**config.mk**
```make
export PLATFORM = sky130hd
export DESIGN_NAME = serial_addsub_sequencer
export DESIGN_NICKNAME = d
export VERILOG_FILES = /design/src/rtl/serial_addsub_sequencer.sv
export SDC_FILE = /design/constraint.sdc
export NUM_CORES = 1
export LEC_CHECK = 0
export ABC_CLOCK_PERIOD_IN_PS = 8400
export CORE_MARGIN = 2
export CORE_UTILIZATION = 56
export CTS_BUF_LIST = sky130_fd_sc_hd__clkbuf_4
export CTS_CLUSTER_DIAMETER = 30
export DETAILED_ROUTE_END_ITERATION = 6
export PLACE_DENSITY = 0.88
export SLEW_MARGIN = 20
export SYNTH_ARGS = -nofsm -noshare
export SYNTH_HDL_FRONTEND = slang
export SYNTH_SLANG_ARGS = --single-unit
```
**constraint.sdc**
```tcl
create_clock -name clk -period 8.4 [get_ports clk]
set_input_delay 0.84 -clock clk [delete_from_list [all_inputs] [get_ports clk]]
set_output_delay 0.84 -clock clk [all_outputs]
set_load 0.01 [all_outputs]
```
**src/rtl/serial_addsub_sequencer.sv**
```systemverilog
// Nibble-serial WIDTH-bit adder/subtractor: one 4-bit slice per clock,
// LSB first. Subtract is A + ~B + 1, so Cout=1 means no borrow.
// Ports: clk, rst (sync, active-high), start, A, B, subtract in;
//        busy, done, Result, Cout, Overflow out.
// Option: define ADDSUB_SATURATE_EN to saturate Result on signed overflow.
module serial_addsub_sequencer #(
  parameter int WIDTH = 16
) (
  input  logic             clk,
  input  logic             rst,
  input  logic             start,
  input  logic [WIDTH-1:0] A,
  input  logic [WIDTH-1:0] B,
  input  logic             subtract,
  output logic             busy,
  output logic             done,
  output logic [WIDTH-1:0] Result,
  output logic             Cout,
  output logic             Overflow
);

  localparam int N  = WIDTH / 4;
  localparam int KW = (N > 1) ? $clog2(N) : 1;

  typedef enum logic [1:0] {
    IDLE = 2'd0,
    RUN  = 2'd1,
    DONE = 2'd2
  } state_t;

  state_t state;
  state_t state_nxt;

  logic [WIDTH-1:0] a_q;
  logic [WIDTH-1:0] b_q;
  logic             sub_q;
  logic             carry;
  logic [KW-1:0]    k;
  logic [KW+1:0]    base;
  logic             last;

  logic [3:0] a_sl;
  logic [3:0] b_sl;
  logic [4:0] sum;
  logic       cin_msb;
  logic       ovf_now;

  assign base = {k, 2'b00};
  assign last = (k == KW'(N - 1));

  // Current slice; b is inverted for subtract, +1 enters via carry.
  assign a_sl = a_q[base +: 4];
  assign b_sl = b_q[base +: 4] ^ {4{sub_q}};
  assign sum  = {1'b0, a_sl} + {1'b0, b_sl} + {4'b0000, carry};

  // Carry into the top bit of the slice recovered from its sum bit.
  assign cin_msb = sum[3] ^ a_sl[3] ^ b_sl[3];
  assign ovf_now = cin_msb ^ sum[4];

  always_comb begin
    state_nxt = state;
    unique case (state)
      IDLE:    if (start) state_nxt = RUN;
      RUN:     if (last) state_nxt = DONE;
      DONE:    state_nxt = IDLE;
      default: state_nxt = IDLE;
    endcase
  end

  always_ff @(posedge clk) begin
    if (rst) begin
      state <= IDLE;
    end else begin
      state <= state_nxt;
    end
  end

  always_ff @(posedge clk) begin
    if (rst) begin
      a_q      <= '0;
      b_q      <= '0;
      sub_q    <= 1'b0;
      carry    <= 1'b0;
      k        <= '0;
      Result   <= '0;
      Cout     <= 1'b0;
      Overflow <= 1'b0;
    end else begin
      unique case (state)
        IDLE: begin
          if (start) begin
            a_q    <= A;
            b_q    <= B;
            sub_q  <= subtract;
            carry  <= subtract;
            k      <= '0;
            Result <= '0;
          end
        end
        RUN: begin
          Result[base +: 4] <= sum[3:0];
          carry             <= sum[4];
          k                 <= k + 1'b1;
          if (last) begin
            Cout     <= sum[4];
            Overflow <= ovf_now;
`ifdef ADDSUB_SATURATE_EN
            if (ovf_now) begin
              Result <= a_q[WIDTH-1]
                ? {1'b1, {(WIDTH-1){1'b0}}}
                : {1'b0, {(WIDTH-1){1'b1}}};
            end
`endif
          end
        end
        default: ;
      endcase
    end
  end

  assign busy = (state != IDLE);
  assign done = (state == DONE);

endmodule
```
==> run metrics <==
DRC viols=0; area grow syn2layout=24.8%; Die X=70.3 µm; Post-Layout Cell Count=slightly below 400; Crit path max-delay family=adder cells; I/O pins=56; via count=2097; max cap viols=0; global route overflow=0; Critical Path RT=a little under 9 ns; cell count of the worst hold path=2; largest family of logic cells by synthesized area=simple AND/OR/NAND/NOR gates; antenna viol nets, final=0; setup_tns=0 ns; Hold Path Sink=a_q[11]; slowest CP cell=dfxtp_1; synthesized area per cell=between 8 and 9 µm²; CP dominant cell by count=fa_1; Slew HR=between 30% and 40%; wire per inst=about 13 µm; Most used DFF post-synth=dfxtp_1; power per cell area=163 mW/mm²; Pwr Total=between 0.0005 and 0.0006 W; vias per inst=between 5 and 6; CTS clk-pin slew, worst paths=about 0.15 ns; final slew viol count=0; clock sinks=56; HPWL Detailed=3660 µm; Syn Inst Count=around 290; reg-to-reg setup timing slack=approximately 5 ns; status=finished, final reports clean; Post-synth EDFFs=0; clk buf depth=2; syn nets=approximately 340; synth top area cells=dfxtp_1 (46%), nand2_1 (11%), a21oi_1 (10%); simple-gate share of the synthesized area=between 20% and 30%; dpl ws=between 4 and 5 ns; cts repair resizes=0; Post-CTS Setup Bufs=0; global-route wire length before repair=8940 µm; # rows=24; synthesis-stage register bit count=56; Clock Latency Late Sink=around 0.38 ns; Final Critical Period=approximately 3.5 ns; GR Util All Layers=a little under a quarter; Worst setup EP type=flip-flop; most frequent cells in the layout=nand2_1 (71), dfxtp_1 (56), clkdlybuf4s50_1 (54); 1st-iter DRT viols=roughly 150; # H-tree levels=2; post-synthesis sequential area ratio=45.6%; WP data arrival=3.79 ns; Hold Slack=approximately 0.46 ns; core box area=around 0.0043 mm²; Critical R2R Capture=Overflow; worst path cell trace=mux4_2, xnor2_1, fa_1, fa_1, nor2b_1, o21ai_0, nand2b_1, xor2_1, xnor3_1, a311oi_1; final wirelength=between 5000 and 6000 µm; Leak=between 1 and 1.5 nW; final worst setup slack=between 4 and 5 ns; reg-to-reg startpoint=k[0]; GP Congestion=just over 0.8; hold buffers post-CTS=0; path depth of the worst reg2reg path=10; area share of the largest cell type after synthesis=45.6%; Buffers on Ports=55; Yosys top cell by area=dfxtp_1; share of layout cells above drive strength 1=5.33%; Fin. Hold Viols=0; Worst Skew=between 0.01 and 0.015 ns; fin nets=around 380; Netlist cell types=28; initial antenna violation count=0; HP Class=flip-flop to flip-flop; Hold Startpoint=a_q[11]; die area=0.00494 mm²; post-synthesis mux area share=7.48%; commonest non-fill, non-tap cell in the layout=nand2_1; chip height=approximately 70 µm; fraction of registers with async set/reset=0%; crit path kind=flip-flop to flip-flop; Compound-Gate Fraction of Synth Area=around 14%; ANT cells=0; dpl cells=roughly 380; measured slew at the worst slew-check pin=~0.96 ns; Worst setup SP type=flip-flop; CTS tree=done; largest net degree at the start of global routing=57; clock root cell=clkbuf_4; Synth Area in XOR/XNOR=about 3.7%; CP bufs+invs=0; Starting Density=between 50 and 60%; vias in the first global route=~2100; Netlist Area Pre-Place=approximately 0.0025 mm²; RSZ-0062 raised after global routing=no; Ys Warns=0; fill count=roughly 360; period utilization=a little over two fifths; Post-Synth Adder-Cell Area=under 10%; fmax=0.286 GHz; count of final setup violators=0; Max IR drop VDD=between 80 and 90 µV; Max Fanout on Critical Path=15; CTS Buf Count=5; Detailed Routing Iterations Pass 1=4; Max stage delay on crit path=0.81 ns
## Yosys cell counts (all sizes together) (4+ instances only)
library cell,instances
inv,9
nor3,5
nor2,30
xor2,4
ha,7
a22oi,8
nand2b,4
nand2,72
buf,6
dfxtp,56
clkbuf,11
mux4,8
a21oi,51
## area by class of cell
class,instances,area [µm²],share of cell area (%)
clock buffer,7,52.6,1.71
multi-input combinational,209,1240,40.4
tap,52,65.1,2.12
timing repair buffer,56,553,18.0
sequential,56,1120,36.5
inverter,9,33.8,1.10
clock inverter,1,3.75,0.122
## metal layers
layer	part of all wire, %	GRT usage, %	routed length (µm)	vias up
met5	0	0	0	-
met4	1.5	9.19	78	0
met3	4.1	5.63	210	9
met2	51	40.3	2670	50
met1	43	25.7	2220	976
li1	-	-	-	1062
## power breakdown
group,internal [W],switching [W],leakage (nW)
clock,0.0000389,0.0000788,0.0338
combinational,0.0000468,0.0000486,0.667
sequential,0.000278,0.00000947,0.457
## cells by family (layout without fill, tap and decap cells)
family                   after synthesis  after routing
AND/OR/NAND/NOR                      121            121
AO/OA/AOI/OAI                         63             63
flip-flops                            56             56
buffers and inverters                 26             73
adder cells (fa/ha/maj)                9              9
XOR/XNOR                               8              8
multiplexers                           8              8
## worst min-delay path: stages, from the launching register on
cell	delay, ns
dfxtp_1	0.33
nand2_1	0.05
a21oi_1	0.05
## how the worst max path moves through the flow
stage,startpoint,to,cells after the start,slack [ns]
detailed placement,k[0],Overflow,10,4.97
finish,k[0],Overflow,10,4.90
floorplan,k[0],Overflow,11,5.25
global placement,k[0],Overflow,10,5.02
CTS,k[0],Overflow,10,4.85
global route,k[0],Overflow,10,4.60
## through the flow
step	utilization (%)	cell area, µm²
finish	71.5	3070
global route	71.5	3070
CTS	71.4	3070
detailed placement	70.1	3010
global placement	70.1	3010
floorplan	-	2460
## sequential cells by signal, summed over array words and instances, names as in the netlist
register and count:
sub_q 1, b_q 16, carry 1, state 2, a_q 16, Result 16, Cout 1, k 2
Overflow 1
(Power assumes the default switching activity.)
